<file path="src/rtl/fp_align_add.sv">
// Front end of the FP adder: unpack, magnitude-order, align and add/subtract over two register stages.
// Optional NaN/Inf detection is compiled in with `define FP_ADD_SPECIAL_EN.
module fp_align_add #(
    parameter int EXP_W  = 8,
    parameter int FRAC_W = 23
) (
    input  logic                    clk,
    input  logic                    rst_n,
    input  logic                    in_valid,
    output logic                    in_ready,
    input  logic [EXP_W+FRAC_W:0]   op_a,
    input  logic [EXP_W+FRAC_W:0]   op_b,
    input  logic                    op_sub,
    output logic                    out_valid,
    input  logic                    out_ready,
    output logic [FRAC_W+1:0]       mant_sum,
    output logic [EXP_W-1:0]        exp_larger,
    output logic                    sign_out
`ifdef FP_ADD_SPECIAL_EN
    ,
    output logic                    special_flag,
    output logic [EXP_W+FRAC_W:0]   special_res
`endif
);
    localparam int MANT_W = FRAC_W + 1;
    localparam int SUM_W  = FRAC_W + 2;
    localparam int OP_W   = 1 + EXP_W + FRAC_W;
    localparam int SH_W   = $clog2(SUM_W + 1);

    logic              v1_r, v2_r, en1_s, en2_s;
    logic              sign_a_s, sign_b_s, eff_sub_s, a_larger_s;
    logic [EXP_W-1:0]  exp_a_s, exp_b_s, eexp_a_s, eexp_b_s, eexp_l_s, eexp_s_s, diff_s, exp_l_s;
    logic [FRAC_W-1:0] frac_a_s, frac_b_s;
    logic [MANT_W-1:0] mant_a_s, mant_b_s, mant_l_s, mant_s_s;
    logic [SH_W-1:0]   shift_s;
    logic              sign_l_s;

    logic [MANT_W-1:0] mant_l_r, mant_s_r;
    logic [SH_W-1:0]   shift_r;
    logic              eff_sub_r, sign_l_r;
    logic [EXP_W-1:0]  exp_l_r;

    logic [SUM_W-1:0]  s_al_s, sum_s;
    logic              sign_res_s;
    logic [SUM_W-1:0]  mant_sum_r;
    logic [EXP_W-1:0]  exp_larger_r;
    logic              sign_out_r;

    assign en2_s     = !v2_r || out_ready;
    assign en1_s     = !v1_r || en2_s;
    assign in_ready  = en1_s;
    assign out_valid = v2_r;
    assign mant_sum  = mant_sum_r;
    assign exp_larger = exp_larger_r;
    assign sign_out  = sign_out_r;

    assign sign_a_s  = op_a[OP_W-1];
    assign sign_b_s  = op_b[OP_W-1] ^ op_sub;
    assign eff_sub_s = sign_a_s ^ sign_b_s;
    assign exp_a_s   = op_a[OP_W-2 -: EXP_W];
    assign exp_b_s   = op_b[OP_W-2 -: EXP_W];
    assign frac_a_s  = op_a[FRAC_W-1:0];
    assign frac_b_s  = op_b[FRAC_W-1:0];
    // Denormals carry no hidden bit but share the exponent weight of the smallest normal.
    assign mant_a_s  = {(exp_a_s != {EXP_W{1'b0}}), frac_a_s};
    assign mant_b_s  = {(exp_b_s != {EXP_W{1'b0}}), frac_b_s};
    assign eexp_a_s  = (exp_a_s == {EXP_W{1'b0}}) ? {{(EXP_W-1){1'b0}}, 1'b1} : exp_a_s;
    assign eexp_b_s  = (exp_b_s == {EXP_W{1'b0}}) ? {{(EXP_W-1){1'b0}}, 1'b1} : exp_b_s;
    assign a_larger_s = {eexp_a_s, frac_a_s} >= {eexp_b_s, frac_b_s};

    // Stage 1 operand ordering and saturated alignment distance.
    always_comb begin
        if (a_larger_s) begin
            mant_l_s = mant_a_s;
            mant_s_s = mant_b_s;
            eexp_l_s = eexp_a_s;
            eexp_s_s = eexp_b_s;
            exp_l_s  = exp_a_s;
            sign_l_s = sign_a_s;
        end else begin
            mant_l_s = mant_b_s;
            mant_s_s = mant_a_s;
            eexp_l_s = eexp_b_s;
            eexp_s_s = eexp_a_s;
            exp_l_s  = exp_b_s;
            sign_l_s = sign_b_s;
        end
        diff_s = eexp_l_s - eexp_s_s;
        if (diff_s >= EXP_W'(SUM_W)) begin
            shift_s = SH_W'(SUM_W);
        end else begin
            shift_s = diff_s[SH_W-1:0];
        end
    end

    // Stage 1 pipeline registers.
    always_ff @(posedge clk or negedge rst_n) begin
        if (!rst_n) begin
            v1_r      <= 1'b0;
            mant_l_r  <= {MANT_W{1'b0}};
            mant_s_r  <= {MANT_W{1'b0}};
            shift_r   <= {SH_W{1'b0}};
            eff_sub_r <= 1'b0;
            exp_l_r   <= {EXP_W{1'b0}};
            sign_l_r  <= 1'b0;
        end else if (en1_s) begin
            v1_r      <= in_valid;
            mant_l_r  <= mant_l_s;
            mant_s_r  <= mant_s_s;
            shift_r   <= shift_s;
            eff_sub_r <= eff_sub_s;
            exp_l_r   <= exp_l_s;
            sign_l_r  <= sign_l_s;
        end
    end

    // Stage 2 alignment (truncating) and magnitude add/subtract; L >= S so no borrow out.
    always_comb begin
        if (shift_r >= SH_W'(SUM_W)) begin
            s_al_s = {SUM_W{1'b0}};
        end else begin
            s_al_s = {1'b0, mant_s_r} >> shift_r;
        end
        if (eff_sub_r) begin
            sum_s = {1'b0, mant_l_r} - s_al_s;
        end else begin
            sum_s = {1'b0, mant_l_r} + s_al_s;
        end
        if (eff_sub_r && (sum_s == {SUM_W{1'b0}})) begin
            sign_res_s = 1'b0;
        end else begin
            sign_res_s = sign_l_r;
        end
    end

    // Stage 2 output registers.
    always_ff @(posedge clk or negedge rst_n) begin
        if (!rst_n) begin
            v2_r         <= 1'b0;
            mant_sum_r   <= {SUM_W{1'b0}};
            exp_larger_r <= {EXP_W{1'b0}};
            sign_out_r   <= 1'b0;
        end else if (en2_s) begin
            v2_r         <= v1_r;
            mant_sum_r   <= sum_s;
            exp_larger_r <= exp_l_r;
            sign_out_r   <= sign_res_s;
        end
    end

`ifdef FP_ADD_SPECIAL_EN
    logic            nan_a_s, nan_b_s, inf_a_s, inf_b_s, sflag_s;
    logic [OP_W-1:0] sres_s, sres1_r, sres2_r;
    logic            sflag1_r, sflag2_r;

    assign nan_a_s = (exp_a_s == {EXP_W{1'b1}}) && (frac_a_s != {FRAC_W{1'b0}});
    assign nan_b_s = (exp_b_s == {EXP_W{1'b1}}) && (frac_b_s != {FRAC_W{1'b0}});
    assign inf_a_s = (exp_a_s == {EXP_W{1'b1}}) && (frac_a_s == {FRAC_W{1'b0}});
    assign inf_b_s = (exp_b_s == {EXP_W{1'b1}}) && (frac_b_s == {FRAC_W{1'b0}});

    // NaN or opposing infinities give the canonical quiet NaN; a lone infinity passes through.
    always_comb begin
        if (nan_a_s || nan_b_s || (inf_a_s && inf_b_s && eff_sub_s)) begin
            sflag_s = 1'b1;
            sres_s  = {1'b0, {EXP_W{1'b1}}, 1'b1, {(FRAC_W-1){1'b0}}};
        end else if (inf_a_s) begin
            sflag_s = 1'b1;
            sres_s  = {sign_a_s, {EXP_W{1'b1}}, {FRAC_W{1'b0}}};
        end else if (inf_b_s) begin
            sflag_s = 1'b1;
            sres_s  = {sign_b_s, {EXP_W{1'b1}}, {FRAC_W{1'b0}}};
        end else begin
            sflag_s = 1'b0;
            sres_s  = {OP_W{1'b0}};
        end
    end

    // Special-case result rides the same two stages as the data.
    always_ff @(posedge clk or negedge rst_n) begin
        if (!rst_n) begin
            sflag1_r <= 1'b0;
            sres1_r  <= {OP_W{1'b0}};
            sflag2_r <= 1'b0;
            sres2_r  <= {OP_W{1'b0}};
        end else begin
            if (en1_s) begin
                sflag1_r <= sflag_s;
                sres1_r  <= sres_s;
            end
            if (en2_s) begin
                sflag2_r <= sflag1_r;
                sres2_r  <= sres1_r;
            end
        end
    end

    assign special_flag = sflag2_r;
    assign special_res  = sres2_r;
`endif
endmodule

</file>
<file path="config.mk">
export PLATFORM = sky130hd
export DESIGN_NAME = fp_align_add
export DESIGN_NICKNAME = d
export VERILOG_FILES = /design/src/rtl/fp_align_add.sv
export SDC_FILE = /design/constraint.sdc
export NUM_CORES = 1
export LEC_CHECK = 0
export BUFFER_PORTS_ARGS = -buffer_cell sky130_fd_sc_hd__buf_4
export CORE_MARGIN = 3
export CORE_UTILIZATION = 55
export CTS_CLUSTER_DIAMETER = 50
export CTS_CLUSTER_SIZE = 16
export DETAILED_ROUTE_END_ITERATION = 10
export HOLD_SLACK_MARGIN = 0.1
export PLACE_DENSITY_LB_ADDON = 0.08
export SLEW_MARGIN = 20
export SYNTH_ARGS = -nofsm -noshare
export SYNTH_HDL_FRONTEND = slang
export SYNTH_SLANG_ARGS = --single-unit
</file>
<file path="constraint.sdc">
create_clock -name clk -period 7.63 [get_ports clk]
set_input_delay 1.526 -clock clk [delete_from_list [all_inputs] [get_ports clk]]
set_output_delay 1.526 -clock clk [all_outputs]
set_load 0.03 [all_outputs]
</file>
# After elaboration in Yosys (flattened, before gate mapping)
# Cells that the tools add are included.
[totals]
ff_bits = 99
in_bits = 69
out_inout_bits = 36
wordCells = 42
[op_classes]
n_addsub = 3
n_lt_le_gt_ge = 3
shifts = 1
n_mux = 12
n_bitwise = 2
reduce_logical = 10
[ops]
columns = ["operator", "n"]
rows = [
  ["two-way mux 25 bit", 2],
  ["two-way mux 24 bit", 2],
  ["two-way mux 8 bit", 5],
  [">= comparator 31 bit", 1],
  ["adder 24 x 25 -> 25 bit", 1],
  ["zero test 25 bit", 1],
  [">> shifter 24 x 5 -> 25 bit", 1],
  ["subtractor 24 x 25 -> 25 bit", 1],
  ["zero test 8 bit", 2],
  ["nonzero test 8 bit", 2],
  [">= comparator 8 x 5 -> 1 bit (second input constant)", 1],
  ["subtractor 8 bit", 1],
  [">= comparator 5 bit (second input constant)", 1],
  ["two-way mux 5 bit", 1],
  ["zero test 1 bit", 2],
  ["logical OR 1 bit", 2],
  ["two-way mux 1 bit", 2],
  ["XOR 1 bit", 2],
  ["logical AND 1 bit", 1],
]

# Logic depth before layout (Yosys ltp)
[logic_depth]
ltp_word = 7
mapped_depth = 22
mapped_depth_nobuf = 20

# Worst setup path before layout
# OpenSTA, ideal clock, no wires.
[synth_path]
path_type = "input to register"
startpoint = "in op_b[23]"
endpoint = "reg shift_r[2]"
setup_time_ns = 0.110
arrival_time_ns = 5.803
required_time_ns = 7.520
path_slack_ns = 1.717
path_stages = 17
n_path_buf = 2
path_cell_list = "nor4_1 > a21oi_1 > ha_1 > nand4_1 > nor3_1 > a221o_1 > nor3_4 > clkbuf_1 > clkbuf_1 > nand3_1 > nor2b_1 > ha_1 > a21o_1 > a221o_1 > a311o_1 > a211o_1 > o41ai_1"
[synth_between]
elab_chain_cells = 7
word_cells_on_any_way = 8
classes_between = "1 x add/sub; 2 x order compare; 4 x mux; 1 x reduce/logical"
[synth_lines]
columns = ["item", "line", "source"]
rows = [
  ["start, declared", "12", "input logic [EXP_W+FRAC_W:0] op_b,"],
  ["zero test 8 bit", "68", "assign eexp_b_s = (exp_b_s == {EXP_W{1'b0}}) ? {{(EXP_W-1){1'b0}}, 1'b1} : exp_b_s;"],
  ["two-way mux 8 bit *", "68", ""],
  [">= comparator 31 bit", "69", "assign a_larger_s = {eexp_a_s, frac_a_s} >= {eexp_b_s, frac_b_s};"],
  ["two-way mux 8 bit", "73", "if (a_larger_s) begin"],
  ["subtractor 8 bit *", "88", "diff_s = eexp_l_s - eexp_s_s;"],
  [">= comparator 8 x 5 -> 1 bit", "89", "if (diff_s >= EXP_W'(SUM_W)) begin"],
  ["two-way mux 5 bit *", "89", ""],
  ["end signal, assigned", "102", "shift_r <= {SH_W{1'b0}};"],
  ["end signal, assigned", "110", "shift_r <= shift_s;"],
  ["end, declared", "39", "logic [SH_W-1:0] shift_r;"],
]
# Every way passes the cells marked *; elsewhere a longest branch is shown, timed or not.
# A chain may end at the register's enable or synchronous reset.

# Worst setup path after layout
[layout_path]
startpoint = "reg shift_r[0]"
endpoint = "reg sign_out_r (netlist: sign_out)"
[layout_between]
elab_chain_cells = 7
word_cells_on_any_way = 9
classes_between = "2 x add/sub; 1 x order compare; 1 x shift; 3 x mux; 2 x reduce/logical"
[layout_lines]
columns = ["item", "line", "source"]
rows = [
  [">> shifter 24 x 5 -> 25 bit or >= comparator 5 bit (tied branches)", "122, 119", ""],
  ["two-way mux 25 bit *", "119", "if (shift_r >= SH_W'(SUM_W)) begin"],
  ["adder 24 x 25 -> 25 bit or subtractor 24 x 25 -> 25 bit (tied branches)", "127, 125", ""],
  ["two-way mux 25 bit *", "124", "if (eff_sub_r) begin"],
  ["zero test 25 bit *", "129", "if (eff_sub_r && (sum_s == {SUM_W{1'b0}})) begin"],
  ["logical AND 1 bit *", "129", ""],
  ["two-way mux 1 bit *", "129", ""],
  ["end signal, assigned", "147", "sign_out_r <= sign_res_s;"],
  ["end, declared", "47", "logic sign_out_r;"],
]
# Marked as above.

==> metrics.md <==
| Metric | Value |
|---|---|
| Status | complete, no violations |
| CTS tree | yes |
| Syn-to-layout area delta | 13.72% |
| CTS clk-pin slew, worst paths | 0.07 ns |
| Total global-route track usage | 25.50% |
| Starting Density | 56.46% |
| RSZ-0062 raised after global routing | no |
| Vias per cell | 5.978 |
| Initial DRC count | 576 |
| Hold slack | 0.4595 ns |
| Seq/Total Area, Yosys | 28.65% |
| Vias in the first global route | 7130 |
| Die Area | 17260 um^2 |
| EDFF count, synth | 0 |
| Average size of a mapped cell | 8.477 um^2 |
| Placed cells | 1284 |
| Post-cts hold buffer count | 0 |
| Fill count | 1418 |
| PwrDens | 303.9 nW/um^2 |
| CTS Buffer Depth | 2 |
| Cell at the slowest stage of the critical path | dfrtp_1 |
| R2r setup slk | 1.39 ns |
| RD Place Congestion | 0.9394 |
| Power, Total | 2.988 mW |
| Total area of sequential cells | 2477 um^2 |
| Worst Path Required | 7.86 ns |
| Worst clock skew | 0.007687 ns |
| FP Rows | 45 |
| Ant diodes | 0 |
| Setup TNS | 0 ns |
| Largest net degree at the start of global routing | 116 |
| Postcts setup bufs | 0 |
| Period utilisation layout | 81.75% |
| Worst Setup EP | sign_out |
| Final ANT Viol Nets | 0 |
| Die Span X | 131.4 um |
| Area of the multi-input gates | 5741 um^2 |
| Critical Path Max Stage Delay | 0.93 ns |
| Slew @ Worst Pin | 1.013 ns |
| Worst vdd ir | 0.0001356 V |
| Port Buffer Count | 104 |
| Core ar. | 15310 um^2 |
| Cts repair resizes | 0 |
| Overflow after GRT | 0 |
| Crit. End Element | flip-flop |
| Setup crit start | shift_r[0] |
| Worst slew margin | 32.48% |
| Critical Path Start Type | flip-flop |
| Seq cells post-synth | 99 |
| Syn Nets | 1147 |
| Synth unique cells | 75 |
| Drt wl/cell | 16.88 um |
| Die H | 131.4 um |
| Delay-heaviest family, CP | compound AO/OA/AOI/OAI gates |
| Commonest cells after routing, fill and taps aside | nand2_1 (155), buf_4 (113), dfrtp_1 (99), o21ai_0 (98), mux2i_1 (74) |
| Slew Limit Fails | 0 |
| Final setup vio count | 0 |
| Finished Layout Cells | 1300 |
| Final worst slack | 1.393 ns |
| Pleak | 4.508 nW |
| H-tree Lvls | 3 |
| Min Tclk post-route | 6.237 ns |
| CTS root buf | clkbuf_16 |
| HP Class | reg2reg |
| Hold Vio Cnt, Final | 0 |
| CP Data Arrival Time | 6.47 ns |
| Ys async rst share | 100.0% |
| Num CTS Buffers | 9 |
| Layout cells sized above 1 | 15.98% |
| Pre-antenna DRT Iters | 6 |
| R2r endpoint | sign_out |
| Detailed-route via count | 7772 |
| Depth of the most critical reg-to-reg path | 20 |
| Total I/O pin count | 105 |
| YS warnings | 0 |
| Pre-CTS setup slack | 1.351 ns |
| CP Cell Sequence | buf_4, mux4_2, mux2i_1, mux2_2, o22a_1, ha_1, o2111ai_1, nor2_1, a21oi_1, xnor2_1, ha_1, a21o_1, a21o_1, a21o_1, or4_1, o21a_1, a2111oi_0, o2111ai_1, nor4bb_1, a21oi_1 |
| Ys flop type | dfrtp_1 |
| Critical-path maximum fanout | 17 |
| CTS sink cnt | 99 |
| Initial antenna violation count | 0 |
| Mapped cell area | 8647 um^2 |
| Clock Latency Late Sink | 0.35 ns |
| Final net count | 1211 |
| First-pass GRT wire length | 36.29 mm |
| Remaining DRCs | 0 |
| HPWL after DPL | 17.17 mm |
| Worst reg2reg path startpoint | shift_r[0] |
| Overall routed net length | 21.95 mm |
| Max Fclk | 160.3 MHz |
| Kind of critical path | reg2reg |
| Most used cell, CP | a21o_1 |
| Worst path depth | 20 |
| Cells after Synth | 1020 |
| Most common cell after layout, fill and taps aside | nand2_1 |
| MaxCap Viol Count | 0 |
| Buf/Inv on CP | 1 |
-- kinds of logic (layout without fill, tap and decap cells) --
kind of cell / count (synthesis) / in the layout / share of synthesized area, %
muxes: 106 / 106 / 15.73
xor gates and xnor gates: 36 / 36 / 3.646
AOI/OAI and AO/OA: 286 / 286 / 20.89
buffers and inverters: 113 / 182 / 5.064
adders and majority gates: 58 / 58 / 8.479
DFF: 99 / 99 / 28.65
and+or+nand+nor: 322 / 322 / 17.54
-- power breakdown --
part / switching [mW] / total [mW] / internal (mW) / leakage, nW
Sequential: 0.102 / 0.754 / 0.651 / 1.17
Combinational: 1.03 / 1.77 / 0.735 / 3.19
Clock: 0.204 / 0.467 / 0.263 / 0.148
Total: 1.34 / 2.99 / 1.65 / 4.51
-- flip-flops by register name, summed over array words and instances, names as in the netlist --
name	flops
mant_l_r	24
v1_r	1
exp_l_r	8
sign_l_r	1
out_valid	1
sign_out	1
eff_sub_r	1
exp_larger	8
mant_s_r	24
shift_r	5
mant_sum	25
-- synth_stat cells, drive strengths merged (5+ instances only) --
cell type	instances	area (um^2)
nor2b	14	87.58
xor2	14	122.6
ha	57	713.2
a22oi	5	37.54
nand2	155	581.8
o211ai	6	45.04
o21ai	102	510.5
nand4	9	56.30
or2	6	37.53
mux4	23	518.0
a2111oi	7	61.31
o21a	9	67.56
dfrtp	99	2477
a21o	16	120.1
nor3	20	111.4
mux2	9	101.4
a31oi	6	37.54
nand2b	11	68.82
buf	9	47.54
nand3	14	70.07
mux2i	74	740.7
nor2	52	195.2
nor4	9	56.30
and2	6	37.54
inv	51	191.4
o31ai	5	37.54
and3	5	31.28
a21oi	65	325.3
xnor2	22	192.7
clkbuf	51	191.4
a211oi	11	82.58
-- worst register-to-register path, delay by kind of cell (launching register included) --
| family | cells | cell delay [ns] |
|---|---|---|
| flops | 1 | 0.93 |
| xor+xnor | 1 | 0.14 |
| fa+ha+maj | 2 | 0.60 |
| buf+inv | 1 | 0.32 |
| compound gates | 10 | 1.90 |
| mux | 3 | 1.19 |
| simple gates | 3 | 1.06 |
-- metrics by stage --
step	util, %	area [um^2]
after floorplan	-	8647
after global placement	62.22	9529
after detailed placement	62.22	9529
after CTS	64.21	9833
after global routing	64.21	9833
final	64.21	9833
-- worst min path at each step --
stage | start | depth (start not counted) | endpoint | slack, ns
3_5_place_dp | v1_r | 1 | out_valid | 0.44
4_1_cts | v1_r | 1 | out_valid | 0.46
6_report | v1_r | 1 | out_valid | 0.46
3_3_place_gp | v1_r | 1 | out_valid | 0.44
5_1_grt | v1_r | 1 | out_valid | 0.48
2_1_floorplan | v1_r | 1 | out_valid | 0.43
-- metal layers --
layer | GRT usage (%) | wire [um] | part of all wire, % | vias to the layer above
met3 | 4.058 | 1185 | 5.4 | 30
met4 | 8.518 | 553 | 2.5 | 0
met5 | 0 | 0 | 0 | -
met1 | 37.69 | 10570 | 48 | 3667
met2 | 38.34 | 9636 | 44 | 230
li1 | - | - | - | 3845
-- layout make-up --
| class | count | share of cell area, % |
|---|---|---|
| flip-flops and latches | 99 | 25.19 |
| multi-input cells | 808 | 58.38 |
| repair buffers | 113 | 8.627 |
| clock buffers | 10 | 2.430 |
| well taps | 211 | 2.685 |
| inverters | 53 | 2.023 |
| clock inverters | 6 | 0.6617 |
No activity file was read; power rests on OpenSTA's default activity.
